### src/rtl/register_file_mp.sv
// Multi-read-port scratch register file: one write port, NUM_RD_PORTS registered
// read ports with write-first bypass, and a hardware clear sweep after reset or on request.
module register_file_mp #(
  parameter int unsigned DATATYPE_SIZE = 8,
  parameter int unsigned ADDR_WIDTH    = 6,
  parameter int unsigned NUM_RD_PORTS  = 2
) (
  input  logic                                  CLK,
  input  logic                                  RST_N,
  input  logic                                  wr_en,
  input  logic [ADDR_WIDTH-1:0]                 wr_addr,
  input  logic [DATATYPE_SIZE-1:0]              wr_data,
  input  logic [NUM_RD_PORTS-1:0]               rd_en,
  input  logic [NUM_RD_PORTS*ADDR_WIDTH-1:0]    rd_addr,
  output logic [NUM_RD_PORTS*DATATYPE_SIZE-1:0] rd_data,
  output logic [NUM_RD_PORTS-1:0]               rd_valid,
  input  logic                                  clr,
  output logic                                  busy
);

  localparam int unsigned DEPTH = 2 ** ADDR_WIDTH;

  localparam logic [0:0] StIdle  = 1'b0;
  localparam logic [0:0] StClear = 1'b1;

  localparam logic [ADDR_WIDTH:0] IdxOne  = (ADDR_WIDTH + 1)'(1);
  localparam logic [ADDR_WIDTH:0] LastIdx = (ADDR_WIDTH + 1)'(DEPTH - 1);

  logic [0:0]                              state_q, state_d;
  logic [ADDR_WIDTH:0]                     clr_idx_q, clr_idx_d;
  logic [DATATYPE_SIZE-1:0]                mem_q [DEPTH];
  logic [NUM_RD_PORTS*DATATYPE_SIZE-1:0]   rd_data_q, rd_data_d;
  logic [NUM_RD_PORTS-1:0]                 rd_valid_q, rd_valid_d;
  logic                                    idle;
  logic                                    wr_fire;

  assign idle    = (state_q == StIdle);
  // A clear request in the same cycle wins over a write.
  assign wr_fire = idle & wr_en & ~clr;

  always_comb begin
    state_d   = state_q;
    clr_idx_d = clr_idx_q;
    unique case (state_q)
      StIdle: begin
        if (clr) begin
          state_d   = StClear;
          clr_idx_d = '0;
        end
      end
      StClear: begin
        clr_idx_d = clr_idx_q + IdxOne;
        if (clr_idx_q == LastIdx) begin
          state_d = StIdle;
        end
      end
      default: state_d = StClear;
    endcase
  end

  always_comb begin
    rd_data_d  = rd_data_q;
    rd_valid_d = '0;
    for (int unsigned p = 0; p < NUM_RD_PORTS; p++) begin
      if (idle && rd_en[p]) begin
        rd_valid_d[p] = 1'b1;
        if (wr_fire && (rd_addr[p*ADDR_WIDTH +: ADDR_WIDTH] == wr_addr)) begin
          rd_data_d[p*DATATYPE_SIZE +: DATATYPE_SIZE] = wr_data;
        end else begin
          rd_data_d[p*DATATYPE_SIZE +: DATATYPE_SIZE] = mem_q[rd_addr[p*ADDR_WIDTH +: ADDR_WIDTH]];
        end
      end
    end
  end

  // Array has no reset; the sweep is what zeroes it.
  always_ff @(posedge CLK) begin
    if (!idle) begin
      mem_q[clr_idx_q[ADDR_WIDTH-1:0]] <= '0;
    end else if (wr_fire) begin
      mem_q[wr_addr] <= wr_data;
    end
  end

  always_ff @(posedge CLK or negedge RST_N) begin
    if (!RST_N) begin
      state_q    <= StClear;
      clr_idx_q  <= '0;
      rd_data_q  <= '0;
      rd_valid_q <= '0;
    end else begin
      state_q    <= state_d;
      clr_idx_q  <= clr_idx_d;
      rd_data_q  <= rd_data_d;
      rd_valid_q <= rd_valid_d;
    end
  end

  assign rd_data  = rd_data_q;
  assign rd_valid = rd_valid_q;
  assign busy     = (state_q == StClear);

endmodule

### config.mk
export PLATFORM = sky130hd
export DESIGN_NAME = register_file_mp
export DESIGN_NICKNAME = d
export VERILOG_FILES = /design/src/rtl/register_file_mp.sv
export SDC_FILE = /design/constraint.sdc
export NUM_CORES = 1
export LEC_CHECK = 0
export ABC_CLOCK_PERIOD_IN_PS = 2800
export BUFFER_PORTS_ARGS = -buffer_cell sky130_fd_sc_hd__buf_2
export CORE_MARGIN = 2
export CORE_UTILIZATION = 40
export CTS_CLUSTER_SIZE = 20
export DETAILED_ROUTE_END_ITERATION = 8
export PLACE_DENSITY = 0.6
export SKIP_CTS_REPAIR_TIMING = 1
export SLEW_MARGIN = 10
export SYNTH_ARGS = -nofsm -noshare
export SYNTH_HDL_FRONTEND = slang
export SYNTH_SLANG_ARGS = --single-unit
### constraint.sdc
create_clock -name CLK -period 2.8 [get_ports CLK]
set_input_delay 0.14 -clock CLK [delete_from_list [all_inputs] [get_ports CLK]]
set_output_delay 0.14 -clock CLK [all_outputs]
set_load 0.02 [all_outputs]
==> Word-level counts from Yosys, hierarchy flattened <==
Memories as Yosys holds them, arrays and structs flattened. A register that Yosys moved wholly into a read port is not among the register bits.
Cells that the tools add are included.
{ "word_totals": {"memories": 1, "out_inout_bits": 19, "latch_bits": 0, "mem_bits_ro": 0, "ram_bits": 512, "register_bits": 10, "elab_cells": 30} }
{ "classes": {"shift": 0, "n_mux": 14, "reduce_logical": 5, "n_lt_le_gt_ge": 0, "n_div": 0, "n_eq_ne": 2, "addsub": 1, "n_bitwise": 4, "mul": 0} }
{ "mem_list": {"columns": ["memory", "depth", "width", "read_ports", "rd_clocked_by_memory_dff", "wr", "line_no", "source"], "rows": [
  ["mem_q", 64, 8, 2, 2, 1, "31", "logic [DATATYPE_SIZE-1:0] mem_q [DEPTH];"]
]} }
{ "ops": {"columns": ["operator", "n"], "rows": [
  ["case mux 7 bit (2 select lines)", 1],
  ["2-to-1 mux 1 bit", 9],
  ["2-to-1 mux 8 bit", 1],
  ["OR reduction 8 bit", 1],
  ["adder 7 x 1 -> 7 bit (second input constant)", 1],
  ["equality test 7 x 6 -> 1 bit (second input constant)", 1],
  ["2-to-1 mux 7 bit", 1],
  ["2-to-1 mux 6 bit", 1],
  ["bitwise AND 1 bit", 2],
  ["logical AND 1 bit", 2],
  ["zero test 1 bit", 2],
  ["!= test 2 bit (second input constant)", 1],
  ["NOT 1 bit", 2],
  ["case mux 1 bit (2 select lines)", 1]
]} }

==> Logic depth before layout (Yosys ltp) <==
{ "logic_depth": {"depth_word": 8, "mapped_depth": 11} }

==> Worst setup path before layout <==
OpenSTA, ideal clock, no wires.
{ "synth_path": {"kind": "reg2reg", "start": "reg state_q (netlist: busy)", "end": "mem mem_q[0][0], data pin", "t_arrival_ns": 2.179, "setup_time_ns": 0.343, "slack_ns": 0.278, "path_stages_with_launch": 8, "required_ns": 2.457, "synth_period_minus_slack_ns": 2.522, "cell_sequence": "dfstp_2 > buf_4 > nor3b_2 > buf_4 > buf_2 > buf_1 > nand2_1 > inv_1"} }
{ "synth_between": {"elab_chain_cells": 8} }
{ "synth_rtl": {"columns": ["element", "line_no", "source"], "rows": [
  ["start, declared", "29", "logic [0:0] state_q, state_d;"],
  ["start signal, assigned", "87", "state_q <= StClear;"],
  ["start signal, assigned", "92", "state_q <= state_d;"],
  ["NOT 1 bit", null, null],
  ["bitwise AND 1 bit (2 in series)", "39", "assign wr_fire = idle & wr_en & ~clr;"],
  ["2-to-1 mux 1 bit", "80", "end else if (wr_fire) begin"],
  ["2-to-1 mux 1 bit *", "78", "if (!idle) begin"],
  ["2-to-1 mux 1 bit (implied by the code) *", "81", "mem_q[wr_addr] <= wr_data;"],
  ["OR reduction 8 bit (no source line) *", null, null],
  ["2-to-1 mux 8 bit (no source line) *", null, null],
  ["end, declared", "31", null]
]} }
Every way passes the cells marked *; elsewhere a longest branch is shown, timed or not.

==> Worst setup path after layout <==
{ "layout_path": {"start": "reg state_q (netlist: busy)", "end": "mem mem_q[5][7] (enable)"} }
{ "layout_between": {"elab_chain_cells": 8, "word_cells_on_any_way": 10, "cone_classes": "mux: 6; bitwise: 3; reduce/logical: 1"} }
{ "layout_rtl": {"columns": ["element", "line_no"], "rows": [
  ["NOT 1 bit", null],
  ["bitwise AND 1 bit (2 in series)", "39"],
  ["2-to-1 mux 1 bit", "80"],
  ["2-to-1 mux 1 bit", "78"],
  ["2-to-1 mux 1 bit (implied by the code)", "81"],
  ["OR reduction 8 bit (no source line)", null],
  ["2-to-1 mux 6 bit (no source line) / 2-to-1 mux 1 bit (equally long branches)", null]
]} }
Parallel ways exist; a longest one is shown, timed or not.

==> metrics.md <==
| Metric | Value |
|---|---|
| Reg2reg setup slack | `150 ps` |
| Syn-to-layout area delta | `16.84%` |
| R2R depth | `6` |
| Worst slew pin tran | `1233 ps` |
| F_max | `0.3774 GHz` |
| Routed WL | `75.15 mm` |
| Ys async rst share | `4.833%` |
| Core Area | `64,120 um^2` |
| WP data arrival | `2970 ps` |
| Multi-input gate area | `9054 um^2` |
| Vias per cell | `6.110` |
| Die Y-Extent | `257.8 um` |
| Post-DP Area | `28,090 um^2` |
| DR vias | `15,256` |
| Hold depth | `3` |
| Clock root cell | `clkbuf_16` |
| Initial antenna violation count | `6` |
| Final setup vio count | `0` |
| Clk Latency, worst-skew pair | `620 ps` |
| FF/Latch Area | `16,030 um^2` |
| Wire per inst | `30.09 um` |
| Yosys warnings | `0` |
| Site Rows | `93` |
| Cell variety after synth | `52` |
| Pwr dens | `706.5 nW/um^2` |
| Synth Instances | `1,412` |
| Drt first pass iters | `8` |
| Period utilization | `94.62%` |
| Worst slew margin | `17.49%` |
| Worst path bufs/invs | `2` |
| Pre-CTS WS | `238.1 ps` |
| Most common cell after layout, fill and taps aside | `edfxtp_1` |
| Syn Std Cell Area | `25,770 um^2` |
| Hold Vio Cnt, Final | `0` |
| Worst Path Max Fanout | `9` |
| Crit Path Category | `reg -> reg` |
| Fillers | `5,363` |
| Final worst slack | `150.6 ps` |
| Final Cell Area | `30,110 um^2` |
| RSZ-0062 raised after global routing | `false` |
| Placed insts | `2,384` |
| CTS clock-pin slew for the worst setup and hold paths | `60 ps` |
| Total die area | `66,480 um^2` |
| Worst path depth | `6` |
| Final Skew | `20.69 ps` |
| Mapped Avg Cell Area | `18.25 um^2` |
| TNS Setup | `0 ps` |
| Iteration-0 DRC Markers | `1,728` |
| Hold Slack | `17.30 ps` |
| Number of synthesized flops with an enable pin | `512` |
| Crit start category | `flip-flop` |
| IO Pins | `51` |
| Total Routing Usage GR | `22.76%` |
| Leakage power | `10.50 nW` |
| Vias in the first global route | `15,551` |
| Max_cap viols | `0` |
| Crit path max-delay family | `simple AND/OR/NAND/NOR gates` |
| Most frequent cells in the layout | `edfxtp_1, mux4_2, buf_4` |
| First-pass GRT wire length | `109.2 mm` |
| Crit end category | `flip-flop` |
| Initial core utilization | `40.20%` |
| Total gr overflow | `0` |
| H-tree depth | `2` |
| Yosys reg bits | `538` |
| Clock sink total | `538` |
| CP max stage cell | `mux2i_1` |
| Hold Path Class | `in -> reg` |
| CP dominant cell by count | `buf_4` |
| Final Util | `46.97%` |
| Power, Total | `21.27 mW` |
| Placer congestion estimate | `0.9350` |
| Fin crit period | `2649 ps` |
| Non-filler cells, final | `2,497` |
| # DRC | `0` |
| Syn_nets | `1,445` |
| CTS max path bufs | `3` |
| Max Slew Vio Count | `0` |
| Largest net degree at the start of global routing | `57` |
| Critical path, cell by cell | `nor3b_4 > buf_4 > mux2i_1 > nand2_1 > nor2_1 > buf_4` |
| Number of CTS-inserted buffers | `55` |
| WP data required | `3120 ps` |
| Die X | `257.8 um` |
| Sequential area share after synthesis | `62.18%` |
| DRT antenna net count | `0` |
| Layout cells sized above 1 | `35.53%` |
| Primary FF master, synth | `edfxtp_1` |
| Final HPWL from detailed placement | `51.47 mm` |
| CTS tree | `done` |
| Max IR drop VDD | `0.0004381 V` |
| Post-layout nets | `1,628` |
| Worst path max stage delay | `450 ps` |
| Status | `finished clean` |
| Number of buffers added on ports | `50` |
-- sequential cells by signal (all words and copies together), names as in the netlist --
signal and count:
clr_idx_q 7, mem_q 512, rd_data 16, busy 1, rd_valid 2
-- final cells by class --
cell class	instances	area share, %
flip-flops and latches	538	53.22
multi-input cells	749	30.06
repair buffers	236	6.569
clock buffers	63	4.811
well taps	855	3.552
clock inverters	40	1.587
inverters	15	0.1870
diodes	1	0.008310
-- cells in the mapped netlist, types with 2 or more instances --
cell       instances  share of area [%]
a221o_1            2              0.078
or3_1              3              0.073
nand4b_1           2              0.068
buf_2             28               0.54
o41ai_1            2              0.068
buf_1             10               0.15
o22ai_1           12               0.29
o31ai_1            3              0.087
o21ai_1           10               0.19
and2_1            11               0.27
o21ai_0           28               0.54
a31oi_1           16               0.39
clkbuf_1          37               0.54
buf_6             10               0.44
buf_4             22               0.64
o221ai_1           8               0.27
nand2b_1           6               0.15
nand2_1           78                1.1
nor2b_1            7               0.17
edfxtp_1         512                 60
a22o_1             2              0.068
nor4_1             2              0.049
mux2_2             7               0.31
mux2i_1          117                4.5
a22oi_1           22               0.64
o211ai_1           3              0.087
buf_8              2               0.12
o21a_1             3              0.087
o2111ai_1          7               0.24
nor3b_1            3              0.087
xor2_1            11               0.37
inv_1             15               0.22
mux4_2           249                 22
xnor2_1            9               0.31
nand3_1            5              0.097
a221oi_1          23               0.78
dfrtp_1           25                2.4
nor2_1            77                1.1
nand4_1            3              0.073
a211oi_1           8               0.23
-- worst register-to-register path, stage by stage, from the launching register on --
cell	delay (ps)
dfstp_2	410
nor3b_4	390
buf_4	240
mux2i_1	450
nand2_1	380
nor2_1	270
buf_4	210
-- power breakdown --
group | total [mW] | internal [mW] | switching (mW)
combinational | 3.66 | 1.47 | 2.18
clock | 7.83 | 4.65 | 3.19
sequential | 9.79 | 9.36 | 0.427
total | 21.3 | 15.5 | 5.80
-- metal layers --
layer  vias to the layer above  global-route usage (%)  part of all wire, %
met1                      8040                   31.81                   41
met2                       761                   35.70                   47
met4                        10                   6.407                  2.8
li1                       6307                       -                    -
met5                         -                       0                0.086
met3                       138                   5.595                  9.2
-- path summary, 6_finish.rpt --
| kind | to | from |
|---|---|---|
| max in group asynchronous | clr_idx_q[4]$_DFFE_PN0P_ | RST_N |
| hold reg to reg | rd_data[6]$_DFFE_PN0P_ | rd_data[6]$_DFFE_PN0P_ |
| setup / recovery | mem_q[5][7]$_DFFE_PP_ | busy$_DFF_PN1_ |
| setup reg to reg | mem_q[5][7]$_DFFE_PP_ | busy$_DFF_PN1_ |
| min in group asynchronous | rd_valid[1]$_DFF_PN0_ | RST_N |
| hold / removal | rd_data[13]$_DFFE_PN0P_ | wr_data[5] |
-- cells by family (layout without fill, tap and decap cells) --
kind of cell / Yosys count / count (layout) / share of synthesized area, %
DFF: 538 / 538 / 62.18
muxes: 374 / 374 / 26.71
and+or+nand+nor: 202 / 202 / 3.432
AOI/OAI and AO/OA: 152 / 152 / 4.233
buffers and inverters: 125 / 354 / 2.718
xor gates and xnor gates: 20 / 20 / 0.6796
adders and majority gates: 1 / 1 / 0.04854
other: 0 / 1 / 0
Note: power is estimated with default switching activity, not from simulation.
